===== src/rtl/ldpc_pkg.sv =====
// ldpc_pkg
// Shared definitions for the LDPC variable-node datapath.
//   - default LLR width and binary-point position
//   - FSM state encoding for the column-sum variable-node unit
//   - clog2 / index-width helpers usable in constant expressions
//   - sat(): symmetric two's-complement clamp to +/-(2^(w-1)-1)
package ldpc_pkg;

    localparam int LLR_W_DEF    = 16;
    localparam int LLR_FRAC_DEF = 8;

    typedef enum logic [1:0] {
        ST_IDLE  = 2'd0,
        ST_ACCUM = 2'd1,
        ST_EMIT  = 2'd2
    } vnu_state_t;

    function automatic int clog2(input int n);
        int r;
        int v;
        r = 0;
        v = 1;
        while (v < n) begin
            v = v * 2;
            r = r + 1;
        end
        return r;
    endfunction

    // ext_idx must be at least one bit wide, even for a degree-1 column.
    function automatic int idx_width(input int dv);
        return (clog2(dv) > 1) ? clog2(dv) : 1;
    endfunction

    // Symmetric clamp: the most negative code -2^(w-1) is never produced,
    // so negating a saturated value can never overflow downstream.
    function automatic logic signed [63:0] sat(input logic signed [63:0] v, input int w);
        logic signed [63:0] lim;
        lim = (64'sd1 <<< (w - 1)) - 64'sd1;
        if (v > lim) begin
            return lim;
        end
        if (v < -lim) begin
            return -lim;
        end
        return v;
    endfunction

endpackage


===== src/rtl/column_sum_vnu_if.sv =====
// column_sum_vnu_if
// Bundles the column request, result and extrinsic-message stream of the
// variable-node unit.
//   master (producer/consumer side): drives start, llr_ch, r_in, ext_ready
//   slave  (the unit):               drives busy, sum, hard_bit, ext_valid,
//                                    ext_idx, ext_out, done
// r_in is flattened: message r0 occupies bits [W-1:0].
interface column_sum_vnu_if
    import ldpc_pkg::*;
#(
    parameter int W  = LLR_W_DEF,
    parameter int DV = 3
) ();

    localparam int IDX_W = idx_width(DV);

    logic                    start;
    logic signed [W-1:0]     llr_ch;
    logic        [DV*W-1:0]  r_in;
    logic                    busy;
    logic signed [W-1:0]     sum;
    logic                    hard_bit;
    logic                    ext_valid;
    logic                    ext_ready;
    logic        [IDX_W-1:0] ext_idx;
    logic signed [W-1:0]     ext_out;
    logic                    done;

    modport master (
        output start, llr_ch, r_in, ext_ready,
        input  busy, sum, hard_bit, ext_valid, ext_idx, ext_out, done
    );

    modport slave (
        input  start, llr_ch, r_in, ext_ready,
        output busy, sum, hard_bit, ext_valid, ext_idx, ext_out, done
    );

endinterface


===== src/rtl/llr_sat_addsub.sv =====
// llr_sat_addsub
// ACC_W-wide add or subtract with both the full-width result and a
// symmetrically saturated W-bit tap.
//   i_a, i_b : signed ACC_W operands
//   i_sub    : 0 -> a + b, 1 -> a - b
//   o_res    : full-precision result (ACC_W, never overflows for our ranges)
//   o_sat    : result clamped to +/-(2^(W-1)-1)
module llr_sat_addsub
    import ldpc_pkg::*;
#(
    parameter int W     = LLR_W_DEF,
    parameter int ACC_W = LLR_W_DEF + 3
) (
    input  logic signed [ACC_W-1:0] i_a,
    input  logic signed [ACC_W-1:0] i_b,
    input  logic                    i_sub,
    output logic signed [ACC_W-1:0] o_res,
    output logic signed [W-1:0]     o_sat
);

    logic signed [ACC_W-1:0] w_res;
    logic signed [63:0]      w_wide;

    always_comb begin
        w_res  = i_sub ? (i_a - i_b) : (i_a + i_b);
        w_wide = {{(64 - ACC_W){w_res[ACC_W-1]}}, w_res};
        o_sat  = W'(sat(w_wide, W));
    end

    assign o_res = w_res;

endmodule


===== src/rtl/column_sum_vnu.sv =====
// column_sum_vnu
// Variable-node processor for one LDPC column of degree DV.
// A column is accepted on start, the channel LLR plus DV check messages are
// accumulated one per cycle, the saturated posterior (sum) and its sign
// (hard_bit) are registered, and then the DV extrinsic messages
// sat(acc - r_i) are streamed out under ext_valid/ext_ready.
//   clk : rising-edge clock
//   clr : asynchronous active-high reset (aborts any column in flight)
//   bus : column_sum_vnu_if slave modport (request, results, ext stream)
// FRAC only documents the binary point of the LLRs; the datapath is
// integer throughout.
module column_sum_vnu
    import ldpc_pkg::*;
#(
    parameter int W    = LLR_W_DEF,
    parameter int FRAC = LLR_FRAC_DEF,
    parameter int DV   = 3
) (
    input logic             clk,
    input logic             clr,
    column_sum_vnu_if.slave bus
);

    localparam int               IDX_W    = idx_width(DV);
    // One guard bit per doubling of the DV+1 terms plus one spare, so the
    // accumulation and the later subtraction can never wrap.
    localparam int               ACC_W    = W + clog2(DV + 1) + 1;
    localparam logic [IDX_W-1:0] LAST_IDX = IDX_W'(DV - 1);

    vnu_state_t              r_state;
    vnu_state_t              w_state_nxt;
    logic [IDX_W-1:0]        r_idx;
    logic signed [ACC_W-1:0] r_acc;
    logic signed [W-1:0]     r_msg [DV];
    logic signed [W-1:0]     r_sum;
    logic                    r_hard;
    logic                    r_done;

    logic                    w_accept;
    logic                    w_xfer;
    logic                    w_last;
    logic                    w_emit;
    logic signed [W-1:0]     w_msg;
    logic signed [ACC_W-1:0] w_msg_ext;
    logic signed [ACC_W-1:0] w_llr_ext;
    logic signed [ACC_W-1:0] w_acc_sum;
    logic signed [W-1:0]     w_acc_sat;
    logic signed [ACC_W-1:0] w_ext_unused;
    logic signed [W-1:0]     w_ext_sat;
    logic [31:0]             w_frac_unused;

    assign w_frac_unused = FRAC;

    assign w_msg     = r_msg[r_idx];
    assign w_msg_ext = {{(ACC_W - W){w_msg[W-1]}}, w_msg};
    assign w_llr_ext = {{(ACC_W - W){bus.llr_ch[W-1]}}, bus.llr_ch};
    assign w_last    = (r_idx == LAST_IDX);
    assign w_emit    = (r_state == ST_EMIT);

    // Accumulate path: next acc, and its saturated tap which becomes sum on
    // the last accumulate cycle.
    llr_sat_addsub #(.W(W), .ACC_W(ACC_W)) u_acc_path (
        .i_a   (r_acc),
        .i_b   (w_msg_ext),
        .i_sub (1'b0),
        .o_res (w_acc_sum),
        .o_sat (w_acc_sat)
    );

    // Extrinsic path: posterior minus the message currently being returned.
    llr_sat_addsub #(.W(W), .ACC_W(ACC_W)) u_ext_path (
        .i_a   (r_acc),
        .i_b   (w_msg_ext),
        .i_sub (1'b1),
        .o_res (w_ext_unused),
        .o_sat (w_ext_sat)
    );

    always_ff @(posedge clk or posedge clr) begin
        if (clr) begin
            r_state <= ST_IDLE;
        end else begin
            r_state <= w_state_nxt;
        end
    end

    always_comb begin
        w_state_nxt = r_state;
        w_accept    = 1'b0;
        w_xfer      = 1'b0;
        case (r_state)
            ST_IDLE: begin
                if (bus.start) begin
                    w_accept    = 1'b1;
                    w_state_nxt = ST_ACCUM;
                end
            end
            ST_ACCUM: begin
                if (w_last) begin
                    w_state_nxt = ST_EMIT;
                end
            end
            ST_EMIT: begin
                if (bus.ext_ready) begin
                    w_xfer = 1'b1;
                    if (w_last) begin
                        w_state_nxt = ST_IDLE;
                    end
                end
            end
            default: w_state_nxt = ST_IDLE;
        endcase
    end

    always_ff @(posedge clk or posedge clr) begin
        if (clr) begin
            r_idx  <= '0;
            r_acc  <= '0;
            r_sum  <= '0;
            r_hard <= 1'b0;
            r_done <= 1'b0;
            for (int i = 0; i < DV; i++) begin
                r_msg[i] <= '0;
            end
        end else begin
            r_done <= 1'b0;
            if (w_accept) begin
                r_acc <= w_llr_ext;
                r_idx <= '0;
                for (int i = 0; i < DV; i++) begin
                    r_msg[i] <= bus.r_in[i*W +: W];
                end
            end else if (r_state == ST_ACCUM) begin
                r_acc <= w_acc_sum;
                if (w_last) begin
                    r_idx  <= '0;
                    r_sum  <= w_acc_sat;
                    r_hard <= w_acc_sat[W-1];
                end else begin
                    r_idx <= r_idx + 1'b1;
                end
            end else if (w_xfer) begin
                if (w_last) begin
                    r_idx  <= '0;
                    r_done <= 1'b1;
                end else begin
                    r_idx <= r_idx + 1'b1;
                end
            end
        end
    end

    assign bus.busy      = (r_state != ST_IDLE);
    assign bus.sum       = r_sum;
    assign bus.hard_bit  = r_hard;
    assign bus.ext_valid = w_emit;
    assign bus.ext_idx   = r_idx;
    // Forced to zero outside EMIT so an idle or reset unit shows no stale value.
    assign bus.ext_out   = w_emit ? w_ext_sat : '0;
    assign bus.done      = r_done;

endmodule


===== src/flat_wrapper.sv =====
// flat-port wrapper written by rule: the top's interface ports become plain ports
module column_sum_vnu_flat import ldpc_pkg::*;
#(
    parameter int W    = LLR_W_DEF,
    parameter int FRAC = LLR_FRAC_DEF,
    parameter int DV   = 3
)
  (clk, clr, bus_start, bus_llr_ch, bus_r_in, bus_ext_ready, bus_busy, bus_sum, bus_hard_bit, bus_ext_valid, bus_ext_idx, bus_ext_out, bus_done);
  column_sum_vnu_if #(.W(W), .DV(DV)) bus_i ();
  input logic clk;
  input logic clr;
  input wire logic [$bits(bus_i.start)-1:0] bus_start;
  input wire logic [$bits(bus_i.llr_ch)-1:0] bus_llr_ch;
  input wire logic [$bits(bus_i.r_in)-1:0] bus_r_in;
  input wire logic [$bits(bus_i.ext_ready)-1:0] bus_ext_ready;
  output wire logic [$bits(bus_i.busy)-1:0] bus_busy;
  output wire logic [$bits(bus_i.sum)-1:0] bus_sum;
  output wire logic [$bits(bus_i.hard_bit)-1:0] bus_hard_bit;
  output wire logic [$bits(bus_i.ext_valid)-1:0] bus_ext_valid;
  output wire logic [$bits(bus_i.ext_idx)-1:0] bus_ext_idx;
  output wire logic [$bits(bus_i.ext_out)-1:0] bus_ext_out;
  output wire logic [$bits(bus_i.done)-1:0] bus_done;
  assign bus_i.start = bus_start;
  assign bus_i.llr_ch = bus_llr_ch;
  assign bus_i.r_in = bus_r_in;
  assign bus_i.ext_ready = bus_ext_ready;
  assign bus_busy = bus_i.busy;
  assign bus_sum = bus_i.sum;
  assign bus_hard_bit = bus_i.hard_bit;
  assign bus_ext_valid = bus_i.ext_valid;
  assign bus_ext_idx = bus_i.ext_idx;
  assign bus_ext_out = bus_i.ext_out;
  assign bus_done = bus_i.done;
  column_sum_vnu #(.W(W), .FRAC(FRAC), .DV(DV)) u_core (.clk(clk), .clr(clr), .bus(bus_i));
endmodule

===== config.mk =====
export PLATFORM = sky130hd
export DESIGN_NAME = column_sum_vnu_flat
export DESIGN_NICKNAME = d
export VERILOG_FILES = /design/src/rtl/ldpc_pkg.sv /design/src/rtl/column_sum_vnu_if.sv /design/src/rtl/llr_sat_addsub.sv /design/src/rtl/column_sum_vnu.sv /design/src/flat_wrapper.sv
export SDC_FILE = /design/constraint.sdc
export NUM_CORES = 1
export LEC_CHECK = 0
export ABC_AREA = 1
export BUFFER_PORTS_ARGS = -buffer_cell sky130_fd_sc_hd__clkbuf_2
export CAP_MARGIN = 10
export CORE_ASPECT_RATIO = 1.5
export CORE_MARGIN = 2
export CORE_UTILIZATION = 58
export DETAILED_ROUTE_END_ITERATION = 6
export GPL_TIMING_DRIVEN = 0
export PLACE_DENSITY_LB_ADDON = 0.2
export SYNTH_ARGS = -nofsm -noshare
export SYNTH_HDL_FRONTEND = slang
export SYNTH_SLANG_ARGS = --single-unit

===== constraint.sdc =====
create_clock -name clk -period 4.1 [get_ports clk]
set_input_delay 0.82 -clock clk [delete_from_list [all_inputs] [get_ports clk]]
set_output_delay 0.82 -clock clk [all_outputs]
set_load 0.1 [all_outputs]

======== After elaboration in Yosys (flattened, before gate mapping) ========
Cells that the tools add are included.
cells by class
  add/sub/neg operators ................... 3
  $lt $le $gt $ge ......................... 5
  equal/unequal tests ..................... 7
  mux-type cells .......................... 37
  bitwise logic cells ..................... 2
  reduce and logical (&&, ||, !) cells .... 6
operators with widths
  operator                                                                 count
  16-bit two-way mux                                                       11
  19-bit by 16-bit > comparator with 1-bit output, second input constant   2
  19-bit by 16-bit < comparator with 1-bit output, second input constant   2
  19-bit two-way mux                                                       2
  16-bit binary-select mux with 2-bit select                               1
  19-bit by 16-bit adder with 19-bit output                                1
  19-bit by 16-bit subtractor with 19-bit output                           1
  2-bit two-way mux                                                        8
  1-bit two-way mux                                                        14
  2-bit case mux with 3 select lines                                       1
  2-bit equality test, second input constant                               2
  2-bit by 1-bit inequality test with 1-bit output, second input constant  2
  2-bit inequality test, second input constant                             2
  4-bit AND reduction                                                      1
  2-bit nonzero test                                                       2
  3-bit greater-or-equal comparator, second input constant                 1
  2-bit inverter with 3-bit output                                         1
  3-bit AND reduction                                                      1
  3-bit nonzero test                                                       1
  2-bit by 1-bit adder with 2-bit output, second input constant            1
  2-bit by 1-bit equality test with 1-bit output, second input constant    1
  2-bit logical NOT                                                        1
  1-bit inverter                                                           1
word-level totals
  register bits ........................... 89
  output and inout port bits .............. 38
  word-level logic and storage cells ...... 69

======== Logic depth before layout (Yosys ltp) ========
  depth after elaboration ................. 11
  depth in mapped cells ................... 25

======== By module ========
A second synthesis with hierarchy kept.
unflattened totals
  cell total of the unflattened synthesis .. 1,260
  area, all modules ....................... 8,069.0 um^2
modules (own cells, without submodules)
  module          instances  cells each  area an instance (um^2)
  llr_sat_addsub  2          382         2,018.2
  column_sum_vnu  1          496         4,032.6

======== Worst setup path after synthesis ========
Ideal clock, no wire load.
  path type ............................... register to output
  start point ............................. register u_core.r_idx[1], in the netlist u_core.bus.ext_idx[1]
  end point ............................... output bus_ext_out[0]
  data arrival time ....................... 4.880 ns
  slack ................................... -1.600 ns
  stages on the path, launching flop included .. 23
  buffers on the path ..................... 2
  path through ............................ dfrtp_1 -> inv_2 -> nand2_2 -> clkbuf_1 -> o211ai_1 -> ha_1 -> fa_1 -> inv_1 -> nand3_1 -> nand2_2 -> nand2_1 -> nand2_1 -> nand2_1 -> nand2_1 -> nand2_1 -> nand2_1 -> nand2_1 -> nor2_1 -> nand3_1 -> nand3_1 -> nand2_4 -> buf_6 -> a21oi_1
between the ends
  longest elaborated chain between the ends .. 11
  elaborated cells on any way between the ends .. 14
  those cells by class .................... add/sub: 1; order compare: 2; mux: 10; bitwise: 1
ends and longest elaborated chain
  element                                                     line                   RTL
  start: declaration                                          column_sum_vnu.sv:32   logic [IDX_W-1:0] r_idx;
  start signal: assignment                                    column_sum_vnu.sv:140  r_idx <= r_idx + 1'b1;
  start signal: assignment                                    column_sum_vnu.sv:147  r_idx <= r_idx + 1'b1;
  2-bit inverter with 3-bit output (implied by the code) (*)  column_sum_vnu.sv:54   assign w_msg = r_msg[r_idx];
  16-bit binary-select mux with 2-bit select (*)              column_sum_vnu.sv:54
  16-bit two-way mux (implied by the code) (*) (2 in series)  column_sum_vnu.sv:54
  19-bit by 16-bit subtractor with 19-bit output (*)          n/a
  19-bit by 16-bit < comparator with 1-bit output             ldpc_pkg.sv:43         if (v < -lim) begin
  1-bit two-way mux (2 in series)                             ldpc_pkg.sv:43
  16-bit two-way mux                                          ldpc_pkg.sv:46         return v;
  16-bit two-way mux (*)                                      ldpc_pkg.sv:43
  16-bit two-way mux (*)                                      column_sum_vnu.sv:159  assign bus.ext_out = w_emit ? w_ext_sat : '0;
  end: declaration                                            flat_wrapper.sv:21     output wire logic [$bits(bus_i.ext_out)-1:0] bus_ext_out;
Every way passes the cells marked *; elsewhere a longest branch is shown, timed or not. The select of a mux whose other input is x is not followed.

======== Worst setup path in the final report ========
  start point ............................. register u_core.r_idx[0], in the netlist u_core.bus.ext_idx[0]
  end point ............................... output bus_ext_out[3]
The elaborated chain is that of the path after synthesis.

==> run_results.csv <==
group,metric,value,unit
grt,antenna_found_initial,0,
synth,yosys.cell_types.count,43,
synth,yosysSeqAreaShare,33.26,%
clock_network,cts_sinks,88,
setup_path,cp-end-kind,"primary output",
clock_network,cts_buffers,9,
clock_network,clkLatencyLatePin,0.35,ns
layout,stdcell_count,1299,
grt,grt_use_total,39.97,%
sta,fin_crit_sh,117.5,%
sta,report.final.setup_viol,30,
grt,grt_max_degree,71,
route,drc,3,
sta,hold_slack,0.4080,ns
setup_path,path_max_fanout,8,
floorplan,fp-row-count,47,
sta,finalHoldViolations,0,
clock_network,path_clk_slew,0.07,ns
clock_network,cts-root-buf,"clkbuf_16",
floorplan,die_x,91.23,µm
place,port_buffers,105,
route,ant_nets,0,
grt,globalRouteOverflowTotal,0,
synth,synth_top_area_share,33.26,%
grt,grt_pass1_vias,7578,
layout,drive_gt1_share,36.28,%
setup_path,crit_type,"flop to primary output",
synth,synth_edf_count,0,
synth,avgSynthCellArea,6.882,µm²
sta,clock_skew,0.005668,ns
hold_path,min_path_type,"input port to async pin",
synth,ys_ff_latch,88,
layout,antenna_cells,0,
clock_network,htreeDepth,3,
place,placedCellCount,1215,
sta,fmax,207.6,MHz
route,wl_per_cell,21.03,µm
synth,syn_area,6620,µm²
sta,fin_ws,-0.7168,ns
route,via_per_inst,6.135,
sta,worstMarginPinSlew,1.250,ns
synth,synth_top_area_cell,"dfrtp_1",
floorplan,ioPinCount,106,
layout,fin_nets,1254,
floorplan,initial_core_util,59.88,%
place,gp_congestion,0.9268,
setup_path,cp_data_arrival_time,4.00,ns
route,dr.first_iter.drc_count,705,
sta,fin_crit,4.817,ns
job,maxCapViolCount,0,
synth,yosysWarnings,0,
grt,grt_pass1_wl,38.01,mm
outcome,violations,"DRC, setup timing",
route,vias,7970,
clock_network,ctsHoldBuffers,0,
floorplan,fp.dieH,134.8,µm
layout,area_growth,47.06,%
place,hpwl,16.07,mm
outcome,outcome,"finished, violations left",
sta,timing.slew.headroom,16.64,%
synth,syn_nets,1069,
sta,rsz0062_at_grt,"yes",
clock_network,ctsLongestPathBuffers,2,
sta,finalMaxSlewViolations,0,
route,dr.pass1.iters,7,
clock_network,cts_tree,"done",
synth,async_reset_ff_share,100.0,%
floorplan,dieArea,12300,µm²
synth,synth_area_leaders,"dfrtp_1, nand2_1, ha_1",
setup_path,startpoint_type,"flop",
synth,synthFlopType,"dfrtp_1",
setup_path,worst_ep_required_time,3.28,ns
floorplan,design.core.area,11060,µm²
synth,synth_cells,962,
route,finalWirelength,27.32,mm
[layout by cell type, fill, tap and decap left out, types with 4 or more instances in the layout]
master	instances
nand2_8	4
nor2_4	7
clkbuf_1	15
o21bai_1	6
nand3_2	15
nand2_2	39
a221oi_2	5
buf_4	61
inv_1	103
ha_1	28
nand3_4	15
inv_2	22
a21oi_2	21
nand2_4	22
a21oi_1	19
dfrtp_1	86
nand3_1	46
clkbuf_2	89
o211ai_1	12
clkbuf_16	28
o21ai_0	24
a221oi_4	7
nand2_1	291
buf_6	13
a21oi_4	9
nor2_1	62
buf_12	5
nand4_1	18
nor3_2	4
nor2_2	12
ha_4	9
[registers in the layout, indices dropped and copies added, names as in the netlist]
name and cells:
u_core.r_acc 19, u_core.bus.ext_idx 2, u_core.r_msg 48, u_core.bus.hard_bit 1, u_core.bus.sum 15, u_core.bus.done 1, u_core.r_state 2
[critical path, stage by stage (launching register included)]
cell and delay [ns]:
dfrtp_2 0.47, inv_2 0.11, nand2_4 0.09, buf_4 0.16, nor2_1 0.19, a221oi_4 0.06, ha_1 0.28, buf_4 0.17
nand2_1 0.20, o21ai_2 0.24, nand2_1 0.13, nand3_1 0.11, nand2_1 0.10, nand2_1 0.15, nand3_2 0.13, nor2_4 0.12
nand3_2 0.10, nand3_4 0.13, nand2_4 0.09, buf_6 0.13, buf_6 0.13, nand3_2 0.06, nand2_2 0.08, clkbuf_16 0.20
[per-stage QoR]
step	worst slack (ns)	TNS, ns	utilization [%]	area, µm²
floorplan	-0.1539	-1.500	-	6888
global placement	-0.7336	-10.07	68.72	7597
detailed placement	-0.7994	-10.69	68.99	7627
CTS	-0.4578	-6.814	83.24	9203
global route	-0.9213	-17.51	88.06	9736
finish	-0.7168	-11.51	88.06	9736
[Yosys cell counts, types with 2 or more instances]
master    instances
a21oi_4           3
inv_2            17
buf_6             3
clkinv_1          3
o21a_1            2
a21o_1            3
nand3_1          74
nand2_4           3
dfrtp_1          88
ha_1             37
clkbuf_1         18
xor2_1            3
a221oi_1         12
o221ai_1          2
inv_1           112
nor2_1           77
fa_1              2
xor2_4            2
o21ai_0          28
and2_1            2
nor3_1            8
o21bai_1          7
nand4_1          18
buf_2             4
o211a_1           2
nand2_1         337
a21oi_1          31
o211ai_1         12
nor2_2            3
nand2_2          16
a21oi_2          15
buf_4             7
[repair_timing]
item,in CTS,in global routing
buffers inserted,47,19
gates cloned,3,3
pin swaps,33,56
endpoints found under the setup margin,16,31
resized for setup,153,83
[cells by family (layout without fill, tap and decap cells)]
family                   Yosys count  after routing  synth area share (%)
AO/OA/AOI/OAI                    120            120                 12.42
XOR/XNOR                           7              7                 1.607
AND/OR/NAND/NOR                  543            543                 34.70
buffers and inverters            165            355                 10.41
adder cells (fa/ha/maj)           39             39                 7.598
flip-flops                        88             88                 33.26
[routing by layer]
| metal | global-route usage [%] | routed length (µm) |
|---|---|---|
| met5 | 0 | 0 |
| met4 | 28.87 | 2684 |
| met3 | 5.971 | 2232 |
| met2 | 73.00 | 13610 |
| met1 | 41.22 | 8788 |
[worst paths after layout]
path / start / endpoint / slack [ns] / cells after the start
setup / recovery: u_core.bus.ext_idx[0] / bus_ext_out[3] / -0.72 / 23
hold / removal: clr / u_core.bus.hard_bit / 0.41 / 2
setup reg to reg: u_core.bus.ext_idx[0] / u_core.bus.sum[2] / -0.13 / 29
hold reg to reg: u_core.r_msg[24] / u_core.r_msg[24] / 0.49 / 2
max in group asynchronous: clr / u_core.bus.ext_idx[0] / 3.06 / 3
min in group clk: u_core.r_msg[24] / u_core.r_msg[24] / 0.49 / 2
[final cells by class]
cell class / instances / area (µm²)
clock inverters: 7 / 100.1
plain buffers: 31 / 279.0
repair buffers: 176 / 1480
well taps: 147 / 183.9
inverters: 132 / 511.7
multi-input cells: 709 / 4751
clock buffers: 9 / 225.2
fillers: 546 / 1320
flip-flops and latches: 88 / 2205
Power is not shown: default switching activity piles up to over one toggle a cycle in this logic, so the estimate is an artifact.
